<file path="src/rtl/drum_pkg.sv">
// Shared types, widths and arithmetic helpers for the drum-grid audio path.
package drum_pkg;

    localparam int NODE_W         = 18;
    localparam int AUDIO_W        = 32;
    localparam int FRAC_SHIFT_DEF = 14;

    typedef logic signed [NODE_W-1:0]  node_t;
    typedef logic signed [AUDIO_W-1:0] audio_t;

    typedef enum logic [1:0] {
        IDLE     = 2'd0,
        WRITE    = 2'd1,
        COOLDOWN = 2'd2
    } feeder_state_t;

    // Clamp a 36-bit intermediate into the signed 32-bit audio range.
    function automatic audio_t sat_audio(input logic signed [35:0] s);
        audio_t r;
        if (s[35:31] == {5{s[35]}}) begin
            r = s[31:0];
        end else if (s[35]) begin
            r = 32'sh8000_0000;
        end else begin
            r = 32'sh7FFF_FFFF;
        end
        return r;
    endfunction

    // Clamp a 21-bit intermediate into the signed 18-bit node range.
    function automatic node_t sat_node(input logic signed [20:0] v);
        node_t r;
        if (v[20:17] == {4{v[20]}}) begin
            r = v[17:0];
        end else if (v[20]) begin
            r = 18'sh2_0000;
        end else begin
            r = 18'sh1_FFFF;
        end
        return r;
    endfunction

    // Sign-extend, shift by base+g and saturate to audio width.
    function automatic audio_t scale_sample(input node_t x, input logic [1:0] g, input int base);
        logic signed [35:0] ext;
        ext = 36'(x);
        ext = ext <<< (base + 32'(g));
        return sat_audio(ext);
    endfunction

    // One first-order DC-blocker step: y = x - x_prev + y_prev - y_prev/256.
    function automatic node_t dc_step(input node_t x, input node_t x_prev, input node_t y_prev);
        logic signed [20:0] acc;
        acc = 21'(x) - 21'(x_prev) + 21'(y_prev) - 21'(y_prev >>> 8);
        return sat_node(acc);
    endfunction

endpackage

</file>
<file path="src/rtl/drum_audio_feeder_fifo.sv">
// Sample FIFO with registered pointers/occupancy; a pop on empty is ignored and a
// push on full is accepted only when a pop frees a slot in the same cycle.
module sample_fifo #(
    parameter int DEPTH = 8,
    parameter int WIDTH = 32
) (
    input  logic                     clk,
    input  logic                     rst,
    input  logic                     push,
    input  logic [WIDTH-1:0]         wdata,
    input  logic                     pop,
    output logic [WIDTH-1:0]         rdata,
    output logic [$clog2(DEPTH):0]   count,
    output logic                     empty,
    output logic                     dropped
);
    localparam int AW = $clog2(DEPTH);
    localparam logic [AW:0] FULL_CNT = (AW+1)'(DEPTH);

    logic [WIDTH-1:0] mem_r [DEPTH];
    logic [AW-1:0]    wr_ptr_r;
    logic [AW-1:0]    rd_ptr_r;
    logic [AW:0]      count_r;
    logic             do_push_s;
    logic             do_pop_s;

    // Qualify requests against current occupancy
    always_comb begin
        do_pop_s  = 1'b0;
        do_push_s = 1'b0;
        if (pop && (count_r != '0)) begin
            do_pop_s = 1'b1;
        end else begin
            do_pop_s = 1'b0;
        end
        if (push && ((count_r != FULL_CNT) || do_pop_s)) begin
            do_push_s = 1'b1;
        end else begin
            do_push_s = 1'b0;
        end
    end

    // Pointer and occupancy bookkeeping
    always_ff @(posedge clk) begin
        if (rst) begin
            wr_ptr_r <= '0;
            rd_ptr_r <= '0;
            count_r  <= '0;
        end else begin
            if (do_push_s) begin
                wr_ptr_r <= wr_ptr_r + AW'(1);
            end
            if (do_pop_s) begin
                rd_ptr_r <= rd_ptr_r + AW'(1);
            end
            case ({do_push_s, do_pop_s})
                2'b10:   count_r <= count_r + (AW+1)'(1);
                2'b01:   count_r <= count_r - (AW+1)'(1);
                default: count_r <= count_r;
            endcase
        end
    end

    // Storage array; contents need no reset since pointers gate visibility
    always_ff @(posedge clk) begin
        if (do_push_s) begin
            mem_r[wr_ptr_r] <= wdata;
        end
    end

    assign rdata   = mem_r[rd_ptr_r];
    assign count   = count_r;
    assign empty   = (count_r == '0);
    assign dropped = push && !do_push_s;

endmodule

</file>
<file path="src/rtl/drum_audio_feeder.sv">
// Drum-grid audio feeder: captures centre-node samples, scales them into a FIFO and
// paces codec writes. Define DRUM_AUDIO_DC_BLOCK_EN to insert a DC blocker before scaling.
module drum_audio_feeder
    import drum_pkg::*;
#(
    parameter int DEPTH      = 8,
    parameter int FRAC_SHIFT = FRAC_SHIFT_DEF
) (
    input  logic                      clk,
    input  logic                      rst,
    input  logic signed [NODE_W-1:0]  node_in,
    input  logic                      node_valid,
    output logic                      step_go,
    input  logic [31:0]               pio_gain,
    input  logic                      pio_mute,
    input  logic                      audio_ready,
    output logic                      audio_write,
    output logic signed [AUDIO_W-1:0] audio_data,
    output logic [$clog2(DEPTH):0]    fill_level,
    output logic                      overflow
);
    localparam int AW = $clog2(DEPTH);

    node_t          stage_node_s;
    logic           stage_valid_s;
    logic [1:0]     stage_gain_s;
    logic           stage_mute_s;
    logic [AW+1:0]  pending_s;
    logic [AW:0]    fill_s;
    logic [29:0]    unused_gain_s;

    audio_t         cap_data_r;
    logic           cap_valid_r;
    logic           step_go_r;
    feeder_state_t  state_r;
    logic           audio_write_r;
    audio_t         audio_data_r;
    logic           overflow_r;

    audio_t         fifo_rdata_s;
    logic           fifo_empty_s;
    logic           fifo_drop_s;
    logic           pop_s;

    assign unused_gain_s = pio_gain[31:2];

`ifdef DRUM_AUDIO_DC_BLOCK_EN
    localparam logic [AW+1:0] GO_LIMIT = (AW+2)'(DEPTH-3);

    node_t      x_prev_r;
    node_t      y_prev_r;
    logic       dc_valid_r;
    logic [1:0] dc_gain_r;
    logic       dc_mute_r;

    // DC blocker state advances once per completed timestep; gain/mute ride along
    always_ff @(posedge clk) begin
        if (rst) begin
            x_prev_r   <= 18'sd0;
            y_prev_r   <= 18'sd0;
            dc_valid_r <= 1'b0;
            dc_gain_r  <= 2'd0;
            dc_mute_r  <= 1'b0;
        end else begin
            dc_valid_r <= node_valid;
            if (node_valid) begin
                x_prev_r  <= node_in;
                y_prev_r  <= dc_step(node_in, x_prev_r, y_prev_r);
                dc_gain_r <= pio_gain[1:0];
                dc_mute_r <= pio_mute;
            end
        end
    end

    // Filtered sample feeds the scaler; both pipeline stages count as in flight
    always_comb begin
        stage_node_s  = y_prev_r;
        stage_valid_s = dc_valid_r;
        stage_gain_s  = dc_gain_r;
        stage_mute_s  = dc_mute_r;
        pending_s     = (AW+2)'(fill_s) + (AW+2)'(cap_valid_r) + (AW+2)'(dc_valid_r);
    end
`else
    localparam logic [AW+1:0] GO_LIMIT = (AW+2)'(DEPTH-2);

    // Direct path: the scaler sees the grid output on the node_valid cycle
    always_comb begin
        stage_node_s  = node_in;
        stage_valid_s = node_valid;
        stage_gain_s  = pio_gain[1:0];
        stage_mute_s  = pio_mute;
        pending_s     = (AW+2)'(fill_s) + (AW+2)'(cap_valid_r);
    end
`endif

    // Capture register: scaled, saturated (or muted) sample waiting to enter the FIFO
    always_ff @(posedge clk) begin
        if (rst) begin
            cap_valid_r <= 1'b0;
            cap_data_r  <= 32'sd0;
        end else begin
            cap_valid_r <= stage_valid_s;
            if (stage_valid_s) begin
                if (stage_mute_s) begin
                    cap_data_r <= 32'sd0;
                end else begin
                    cap_data_r <= scale_sample(stage_node_s, stage_gain_s, FRAC_SHIFT);
                end
            end
        end
    end

    sample_fifo #(
        .DEPTH (DEPTH),
        .WIDTH (AUDIO_W)
    ) u_fifo (
        .clk     (clk),
        .rst     (rst),
        .push    (cap_valid_r),
        .wdata   (cap_data_r),
        .pop     (pop_s),
        .rdata   (fifo_rdata_s),
        .count   (fill_s),
        .empty   (fifo_empty_s),
        .dropped (fifo_drop_s)
    );

    // Pop coincides with the IDLE->WRITE decision so the head is latched into audio_data
    always_comb begin
        if ((state_r == IDLE) && !fifo_empty_s && audio_ready) begin
            pop_s = 1'b1;
        end else begin
            pop_s = 1'b0;
        end
    end

    // Headroom gate toward the grid, counting samples still in the pipeline
    always_ff @(posedge clk) begin
        if (rst) begin
            step_go_r <= 1'b0;
        end else begin
            step_go_r <= (pending_s <= GO_LIMIT);
        end
    end

    // Codec write FSM; COOLDOWN covers the codec's one-cycle ready lag
    always_ff @(posedge clk) begin
        if (rst) begin
            state_r       <= IDLE;
            audio_write_r <= 1'b0;
            audio_data_r  <= 32'sd0;
        end else begin
            case (state_r)
                IDLE: begin
                    if (pop_s) begin
                        state_r       <= WRITE;
                        audio_write_r <= 1'b1;
                        audio_data_r  <= fifo_rdata_s;
                    end else begin
                        audio_write_r <= 1'b0;
                    end
                end
                WRITE: begin
                    state_r       <= COOLDOWN;
                    audio_write_r <= 1'b0;
                end
                COOLDOWN: begin
                    state_r       <= IDLE;
                    audio_write_r <= 1'b0;
                end
                default: begin
                    state_r       <= IDLE;
                    audio_write_r <= 1'b0;
                end
            endcase
        end
    end

    // Sticky record of samples lost to a full FIFO
    always_ff @(posedge clk) begin
        if (rst) begin
            overflow_r <= 1'b0;
        end else begin
            overflow_r <= overflow_r | fifo_drop_s;
        end
    end

    assign step_go     = step_go_r;
    assign audio_write = audio_write_r;
    assign audio_data  = audio_data_r;
    assign fill_level  = fill_s;
    assign overflow    = overflow_r;

endmodule

</file>
<file path="config.mk">
export PLATFORM = sky130hd
export DESIGN_NAME = drum_audio_feeder
export DESIGN_NICKNAME = d
export VERILOG_FILES = /design/src/rtl/drum_pkg.sv /design/src/rtl/drum_audio_feeder_fifo.sv /design/src/rtl/drum_audio_feeder.sv
export SDC_FILE = /design/constraint.sdc
export NUM_CORES = 1
export LEC_CHECK = 0
export BUFFER_PORTS_ARGS = -buffer_cell sky130_fd_sc_hd__buf_2
export CORE_ASPECT_RATIO = 1.5
export CORE_UTILIZATION = 60
export DETAILED_ROUTE_END_ITERATION = 8
export PLACE_DENSITY_LB_ADDON = 0.15
export SLEW_MARGIN = 30
export SYNTH_ARGS = -nofsm -noshare
export SYNTH_HDL_FRONTEND = slang
export SYNTH_HIERARCHICAL = 1
export SYNTH_SLANG_ARGS = --single-unit
export TNS_END_PERCENT = 20
</file>
<file path="constraint.sdc">
create_clock -name clk -period 6.85 [get_ports clk]
set_clock_uncertainty 0.2 [all_clocks]
set_input_delay 0.3425 -clock clk [delete_from_list [all_inputs] [get_ports clk]]
set_output_delay 0.3425 -clock clk [all_outputs]
set_load 0.1 [all_outputs]
</file>
# Word level (Yosys, flattened, before mapping)
# Memory sizes are Yosys's and may differ from the RTL's. A register that Yosys moved wholly into a read port is not among the register bits.
# Index checks and enable logic that the tools add are counted.
# classes
reduce_logical,14
n_lt_le_gt_ge,1
n_eq_ne,6
shift,1
n_bitwise,2
addsub,6
muxes,12
# ops
operator,n
$mux 32,3
$sshl 18x5->36,1
$pmux 4 s2,1
$add 3x1->3 const B,2
$mux 1,6
$add 4x1->5,1
$add 4x2->5 const A,1
$le 5x3->1 const B,1
$logic_and 1x1->1,5
$add 4x1->4 const B,1
$eq 2x1->1 const B,2
$eq 4x4->1,1
$logic_not 4->1,1
$ne 4x4->1 const B,1
$pmux 2 s2,1
$reduce_bool 4->1,1
$sub 4x1->4 const B,1
$eq 2x2->1 const B,1
$logic_not 1->1,2
$logic_not 2->1,1
$mux 2,1
$ne 2x1->1 const B,1
$reduce_and 2->1,1
$reduce_bool 2->1,1
other kinds (4),4
# word_totals
out_inout_bits,39
elab_cells,52
ram_bits,256
mem_count,1
reg_bits,48
in_bits,55
# memory_table
memory,depth,width,read_ports,rd_clocked_by_memory_dff,write_ports,line,rtl
u_fifo.mem_r,8,32,1,1,1,drum_audio_feeder_fifo.sv:20,logic [WIDTH-1:0] mem_r [DEPTH];

# Depth between registers and ports, before layout
# Gate-level depths: netlist of run 1.
# depth
depth_word,13
depth_mapped,16
depth_no_buf,13

# Cells and area by module
# The synthesis of run 1 kept the hierarchy.
# modules_own_cells
module,seq_area_each_um2,cells_each,area_per_inst_um2,instances
sample_fifo,7947.6,444,10293.6,1
drum_audio_feeder,1361.3,340,3037.9,1

# Least setup slack after synthesis of run 1
# No wires, ideal clock.
# synth_timing
kind,register to register
startpoint,register u_fifo.count_r[1] (netlist: u_fifo/count[1])
endpoint,memory u_fifo.mem_r[0][0] (enable)
slack_ns,0.440
required_ns,6.149
arrival_ns,5.709
setup_time_ns,0.501
period_less_slack_ns,6.410
stages_incl_launch_ff,11
n_path_buf,3
path_cell_list,dfxtp_1 -> or3_1 -> buf_6 -> nor2_1 -> or4b_1 -> buf_2 -> clkinv_2 -> buf_6 -> nand2b_1 -> o21ai_4 -> nor4_1
# synth_via
elab_chain_cells,12
# synth_lines
element,line,rtl
"start, declared",drum_audio_feeder_fifo.sv:23,logic [AW:0] count_r;
"start signal, assigned",drum_audio_feeder_fifo.sv:57,2'b10: count_r <= count_r + (AW+1)'(1);
"start signal, assigned",drum_audio_feeder_fifo.sv:58,2'b01: count_r <= count_r - (AW+1)'(1);
"start signal, assigned",drum_audio_feeder_fifo.sv:59,default: count_r <= count_r;
$logic_not 4->1,drum_audio_feeder_fifo.sv:73,assign empty = (count_r == '0);
via fifo_empty_s,drum_audio_feeder.sv:41,logic fifo_empty_s;
$logic_not 1->1,drum_audio_feeder.sv:130,if ((state_r == IDLE) && !fifo_empty_s && audio_ready) begin
$logic_and 1x1->1 (2 in series),drum_audio_feeder.sv:130,
$mux 1,drum_audio_feeder.sv:130,
via pop_s,drum_audio_feeder.sv:43,logic pop_s;
$logic_and 1x1->1,drum_audio_feeder_fifo.sv:31,if (pop && (count_r != '0)) begin
$mux 1,drum_audio_feeder_fifo.sv:31,
$logic_or 1x1->1,drum_audio_feeder_fifo.sv:36,if (push && ((count_r != FULL_CNT) || do_pop_s)) begin
$logic_and 1x1->1,drum_audio_feeder_fifo.sv:36,
$mux 1,drum_audio_feeder_fifo.sv:36,
$mux 1,drum_audio_feeder_fifo.sv:66,if (do_push_s) begin
$mux 1 (implied by the code),drum_audio_feeder_fifo.sv:67,mem_r[wr_ptr_r] <= wdata;
"end, declared",drum_audio_feeder_fifo.sv:20,
# The timed path passes the listed nets, and every way through them passes these cells.

# Worst setup path after layout of run 1
# layout_timing
startpoint,register u_fifo.count_r[1] (netlist: u_fifo/count[1])
endpoint,register u_fifo.count_r[3] (netlist: u_fifo/count[3])
# layout_via
elab_chain_cells,12
# layout_lines
element,line,rtl
$logic_not 4->1 *,drum_audio_feeder_fifo.sv:73,
via fifo_empty_s,drum_audio_feeder.sv:41,
$logic_not 1->1 *,drum_audio_feeder.sv:130,
$logic_and 1x1->1 * (2 in series),drum_audio_feeder.sv:130,
$mux 1 *,drum_audio_feeder.sv:130,
$logic_and 1x1->1 *,drum_audio_feeder_fifo.sv:31,
$mux 1 *,drum_audio_feeder_fifo.sv:31,
$logic_or 1x1->1,drum_audio_feeder_fifo.sv:36,
$logic_and 1x1->1,drum_audio_feeder_fifo.sv:36,
$mux 1,drum_audio_feeder_fifo.sv:36,
$eq 2x1->1 or $eq 2x2->1 (tied branches),drum_audio_feeder_fifo.sv:56,"case ({do_push_s, do_pop_s})"
$pmux 4 s2 or $reduce_bool 2->1 (tied branches),--,
# Mark *: on every way through the listed nets, which the timed path passes. The rest lies on a longest branch.
# A chain may end at the register's enable or synchronous reset.

==> results of run 1 <==
-- worst max-delay path, delay by kind of cell, from the launching register on --
| kind | cells | cell delay [ns] |
|---|---|---|
| AND/OR/NAND/NOR | 5 | 1.65 |
| buffers and inverters | 1 | 0.50 |
| AO/OA/AOI/OAI | 3 | 0.50 |
| flip-flops | 1 | 0.40 |
| adder cells (fa/ha/maj) | 1 | 0.38 |
| multiplexers | 1 | 0.37 |
-- per-layer routing --
metal	GRT usage (%)	share of wire [%]
met1	28.4	37
met4	7.81	2.3
met2	42.9	55
met5	0	0
met3	3.09	5.2
-- power groups by stage --
| stage | clock (mW) | sequential [mW] | combinational [mW] |
|---|---|---|---|
| after floorplan | 0 | 2.42 | 0.185 |
| after global routing | 1.80 | 2.27 | 0.380 |
| after global placement | 0 | 2.31 | 0.348 |
| final | 1.71 | 2.27 | 0.356 |
| after CTS | 1.73 | 2.27 | 0.360 |
| after detailed placement | 0 | 2.31 | 0.357 |
-- cell type report --
cell class,count,area (sq um)
sequential,337,9310
fill,1422,6830
multi-input combinational,389,3700
clock buffer,33,803
timing repair buffer,82,482
tap,272,340
clock inverter,23,220
inverter,8,31.3
-- sequential cells by signal (all words and copies together), names as in the netlist, 2 cells and up, named ones only --
name,count
u_fifo/count,4
state_r,2
u_fifo/mem_r,256
u_fifo/wr_ptr_r,3
audio_data,32
cap_data_r,30
u_fifo/rd_ptr_r,3
-- path summary, 6_finish.rpt --
check | startpoint | end | slack, ns
max | u_fifo/count[1]$_SDFFE_PP0P_ | u_fifo/count[3]$_SDFFE_PP0P_ | 2.73
min | node_in[1] | cap_data_r[15]$_SDFFE_PP0P_ | 0.03
max reg2reg | u_fifo/count[1]$_SDFFE_PP0P_ | u_fifo/count[3]$_SDFFE_PP0P_ | 2.73
min reg2reg | state_r[1]$_SDFFE_PP0P_ | state_r[1]$_SDFFE_PP0P_ | 0.24
-- cell families (layout without fill, tap and decap cells) --
kind of cell | Yosys count | in the layout | synth area share [%]
AOI/OAI and AO/OA | 107 | 107 | 5.75
buffers and inverters | 58 | 146 | 2.67
and+or+nand+nor | 151 | 151 | 4.69
adders and majority gates | 7 | 7 | 0.657
xor gates and xnor gates | 8 | 8 | 0.526
muxes | 116 | 116 | 15.9
DFF | 337 | 337 | 69.8
-- what timing repair did --
item / 4_1_cts / 5_1_grt
endpoints found under the hold margin: 4 / 0
hold buffers: 3 / 0
setup buffers: 0 / 0
-- synthesized netlist by cell type (all sizes together) (2+ instances only) --
| cell | n | area [sq um] |
|---|---|---|
| a211oi | 15 | 123 |
| a21oi | 52 | 264 |
| a221oi | 14 | 185 |
| a31oi | 3 | 18.8 |
| buf | 29 | 246 |
| clkbuf | 21 | 78.8 |
| clkinv | 2 | 8.75 |
| dfxtp | 81 | 1620 |
| edfxtp | 256 | 7690 |
| ha | 7 | 87.6 |
| inv | 6 | 22.5 |
| mux2 | 38 | 432 |
| mux2i | 7 | 70.1 |
| mux4 | 71 | 1610 |
| nand2 | 103 | 387 |
| nand2b | 5 | 31.3 |
| nor2 | 25 | 93.8 |
| nor2b | 3 | 18.8 |
| nor3 | 6 | 30.0 |
| o211ai | 2 | 15.0 |
| o21ai | 12 | 75.1 |
| o32ai | 3 | 26.3 |
| or3 | 2 | 12.5 |
| xor2 | 7 | 61.3 |
-- layout by cell type, fill, tap and decap left out, drive strengths merged, types with 2 or more instances in the layout --
cell type,count
buf,79
o21ai,12
mux4,71
mux2i,7
edfxtp,256
mux2,38
bufinv,4
nand2b,5
inv,6
a221oi,14
dlygate4sd3,3
clkinv,20
ha,7
nor3,6
clkbuf,33
o211ai,2
a211oi,15
o32ai,3
nor2,25
dfxtp,81
a31oi,3
or3,2
xor2,7
a21oi,52
nor2b,3
nand2,103
-- through the flow --
stage	total power, mW	util, %	instances	hold slack (ns)	worst slack, ns
floorplan	2.60	-	784	0.189	0.440
global placement	2.66	63.6	1084	0.199	2.78
detailed placement	2.67	63.7	1085	0.240	2.72
CTS	4.36	68.5	1144	0.0148	2.68
global route	4.46	68.6	1144	0.0436	2.43
finish	4.33	68.6	1144	0.0346	2.73
==> impl_metrics.json, run 1 <==
{
  "slew_viol_final": 0,
  "hpwl_mm": 13.8,
  "p_sw_share_pct": 23.0,
  "grt_max_degree": 82,
  "firstDrtPassIters": 4,
  "cap_violations": 0,
  "fmax_ghz": 0.243,
  "internal_power_mw": 3.34,
  "portBuffers": 63,
  "hold_viol": 0,
  "combPwrFrac_pct": 8.2,
  "postLayoutCellArea_sq_um": 14900,
  "start_kind": "flip-flop",
  "syn_inst": 784,
  "yosys_warnings": 6,
  "ir_drop_mv": 0.180,
  "pwr-share-seq_pct": 52.4,
  "area_growth_pct": 11.7,
  "leakagePower_nw": 4.82,
  "switchingPower_mw": 0.994,
  "vias": 6965,
  "yosys_register_bits": 337,
  "dieArea_sq_um": 22800,
  "slew_headroom_pct": 37.8,
  "clock_sinks": 337,
  "ys_async_sr_fraction_pct": 0,
  "crit_path_top_delay_cell": "or3_1",
  "critPathMaxFanout": 34,
  "cts_resized": 0,
  "antennaDiodeCount": 0,
  "die_height_microns": 185,
  "p_clk_share_pct": 39.4,
  "synth-edff-count": 256,
  "cts_tree": "built",
  "drt-vias-per-instance": 6.09,
  "routedWlPerCell_microns": 22.1,
  "root_buffer": "clkbuf_16",
  "drive_gt1_share_pct": 30.3,
  "fp-row-count": 66,
  "die_w_microns": 124,
  "tightest_slew_ns": 0.933,
  "outcome": "finished clean",
  "tns_ns": 0,
  "cp.arrival_ns": 4.35,
  "syn_area_sq_um": 13300,
  "gr-usage-all-layers_pct": 23.5,
  "synth_cell_type_count": 52,
  "power_density_nw_per_um2": 291,
  "synth_fp_nets": 846,
  "clk_pin_slew_worst_paths_ns": 0.06,
  "grt_pass1_wl_mm": 39.7,
  "nets": 910,
  "setup-violations-final": 0,
  "postRouteAntennaNets": 0,
  "clk_latency_ns": 0.54,
  "worstSetupEndpointType": "flip-flop",
  "start_util_pct": 61.4,
  "hold_path.class": "in -> reg",
  "ioPinCount": 94,
  "ys_seq_area_share_pct": 69.8,
  "grt_pass1_vias": 7339,
  "routed_wl_mm": 25.3,
  "rsz0062_at_grt": "no",
  "post_dp_cell_area_sq_um": 13800,
  "reg2reg_depth": 11,
  "period_share_pct": 60.1,
  "max_stage_delay_ns": 0.51,
  "gp_congestion": 0.746,
  "path_cells": "or3_1 -> nor2_1 -> or4b_1 -> clkinv_2 -> nand2b_1 -> o21ai_4 -> ha_1 -> nor4b_1 -> a41oi_1 -> o41ai_1 -> mux2_2",
  "htreeDepth": 1,
  "post-route-min-period_ns": 4.12,
  "drc": 0,
  "crit_type": "reg -> reg",
  "core_area_sq_um": 21700,
  "overflow": 0,
  "antenna_found_initial": 0,
  "syn_area_per_cell_sq_um": 17.0,
  "cts_buffers": 30,
  "ys.flop_type": "edfxtp_1",
  "required_ns": 7.08,
  "clockBufferDepth": 3,
  "hold_depth": 4,
  "dr.first_iter.drc_count": 554
}
Note: power is estimated with default switching activity, not from simulation.
==> run 2, diff against run 1 <==
clock period = 4 ns   (was 6.85 ns; I/O delays follow)
==> impl_metrics.json, run 2 (synthesis results as in run 1) <==
{
  "outcome": "finished clean",
  "area_growth_pct": 12.3,
  "post_cts_buffers": 0,
  "start_util_pct": 61.4,
  "portBuffers": 63,
  "die_height_microns": 185,
  "grt_pass1_wl_mm": 39.4,
  "post-route-min-period_ns": 3.58,
  "antenna_found_initial": 0,
  "start_kind": "flip-flop",
  "post-place-ws_ns": 0.446,
  "routedWlPerCell_microns": 21.7,
  "dieArea_sq_um": 22800,
  "largest_register_ffs": 256,
  "critPathMaxFanout": 10,
  "hpwl_mm": 13.6,
  "cts_buffers": 29,
  "routed_wl_mm": 24.9,
  "rsz0062_at_grt": "no",
  "slew_headroom_pct": 38.1,
  "required_ns": 4.22,
  "cp.arrival_ns": 3.80,
  "die_w_microns": 124,
  "cap_violations": 0,
  "overflow": 0,
  "leakagePower_nw": 4.83,
  "cts_tree": "built",
  "grt_max_degree": 65,
  "postRouteAntennaNets": 0,
  "period_share_pct": 89.4,
  "root_buffer": "clkbuf_16",
  "nets": 913,
  "mostFrequentLayoutCells": "256 x edfxtp_1, 103 x nand2_1, 75 x dfxtp_1, 67 x mux4_2, 62 x buf_2",
  "ioPinCount": 94,
  "setup_ws_ns": 0.423,
  "ir_drop_mv": 0.389,
  "top_register": "u_fifo/mem_r",
  "clk_pin_slew_worst_paths_ns": 0.07,
  "vias": 7043,
  "worstHoldStart": "node_in[5]",
  "slew_viol_final": 0,
  "fmax_ghz": 0.280,
  "drc": 0,
  "crit_type": "reg -> reg",
  "fp-row-count": 66,
  "firstDrtPassIters": 5,
  "gp_congestion": 0.745,
  "setup-violations-final": 0,
  "core_area_sq_um": 21700,
  "rr_startpoint": "u_fifo/count[1]$_SDFFE_PP0P_",
  "gr-usage-all-layers_pct": 23.2,
  "grt_pass1_vias": 7183,
  "hold_viol": 0,
  "crit_start": "u_fifo/count[1]$_SDFFE_PP0P_",
  "hold_path.class": "in -> reg",
  "clockBufferDepth": 3,
  "final_common_cell": "edfxtp_1",
  "drive_gt1_share_pct": 30.5,
  "clk_latency_ns": 0.53,
  "power_density_nw_per_um2": 498,
  "drt-vias-per-instance": 6.15,
  "cts_resized": 0,
  "tightest_slew_ns": 0.928,
  "clock_sinks": 337,
  "ctsHoldBuffers": 5,
  "worstSetupEndpointType": "flip-flop",
  "dr.first_iter.drc_count": 681,
  "htreeDepth": 1,
  "tns_ns": 0,
  "antennaDiodeCount": 0
}
==> run 2: cell count changes in the layout (fill, tap and decap cells not counted), sizes merged <==
cell and delta:
buf +1, bufinv +1, clkbuf +5, clkinv -11, dlygate4sd3 +3, inv +2
==> run 2: final cells by class <==
cell class              count  area (sq um)
flip-flops and latches    337          9320
fillers                  1402          6750
multi-input cells         389          3730
clock buffers              38           810
repair buffers             86           518
well taps                 272           340
clock inverters            15           216
inverters                   8          31.3
==> run 2: through the flow <==
| step | instance area, sq um | hold WS, ns | instances | total power [mW] | utilization [%] |
|---|---|---|---|---|---|
| floorplan | 13400 | 0.120 | 784 | 4.46 | - |
| global placement | 13900 | 0.202 | 1086 | 4.56 | 63.9 |
| detailed placement | 13900 | 0.223 | 1086 | 4.58 | 63.9 |
| CTS | 15000 | 0.0829 | 1144 | 7.51 | 68.9 |
| global route | 15000 | 0.0944 | 1145 | 7.69 | 68.9 |
| finish | 15000 | 0.0906 | 1145 | 7.46 | 68.9 |
==> run 2: final timing paths <==
path,to,slack [ns],cells after the start
worst max-delay path,u_fifo/count[3]$_SDFFE_PP0P_,0.42,11
worst min-delay path,cap_data_r[21]$_SDFFE_PP0P_,0.09,4
worst max register to register,u_fifo/count[3]$_SDFFE_PP0P_,0.42,11
worst min register to register,state_r[1]$_SDFFE_PP0P_,0.23,1
==> run 2: worst max-delay path, cell delays in order (launching register included) <==
cell and delay (ns):
dfxtp_4 0.38, or3_1 0.48, nor2_1 0.12, or4b_1 0.15, clkinv_2 0.07, nand2b_1 0.23, o21ai_4 0.42, ha_1 0.40
nor4b_1 0.43, a41oi_1 0.12, o41ai_1 0.11, mux2_2 0.37
==> run 2: report_power, final <==
part           leakage (nW)  internal [mW]  switching, mW
clock network         0.506           1.75           1.20
logic                  1.43          0.191          0.422
registers              2.89           3.82         0.0671
total                  4.83           5.77           1.69
==> run 2: metal layers <==
metal	global-route usage, %	part of all wire, %	vias to the layer above
li1	-	-	3199
met1	30.9	40	3603
met2	40.6	54	206
met3	2.51	4.6	35
met4	6.17	1.6	0
met5	0	0	-
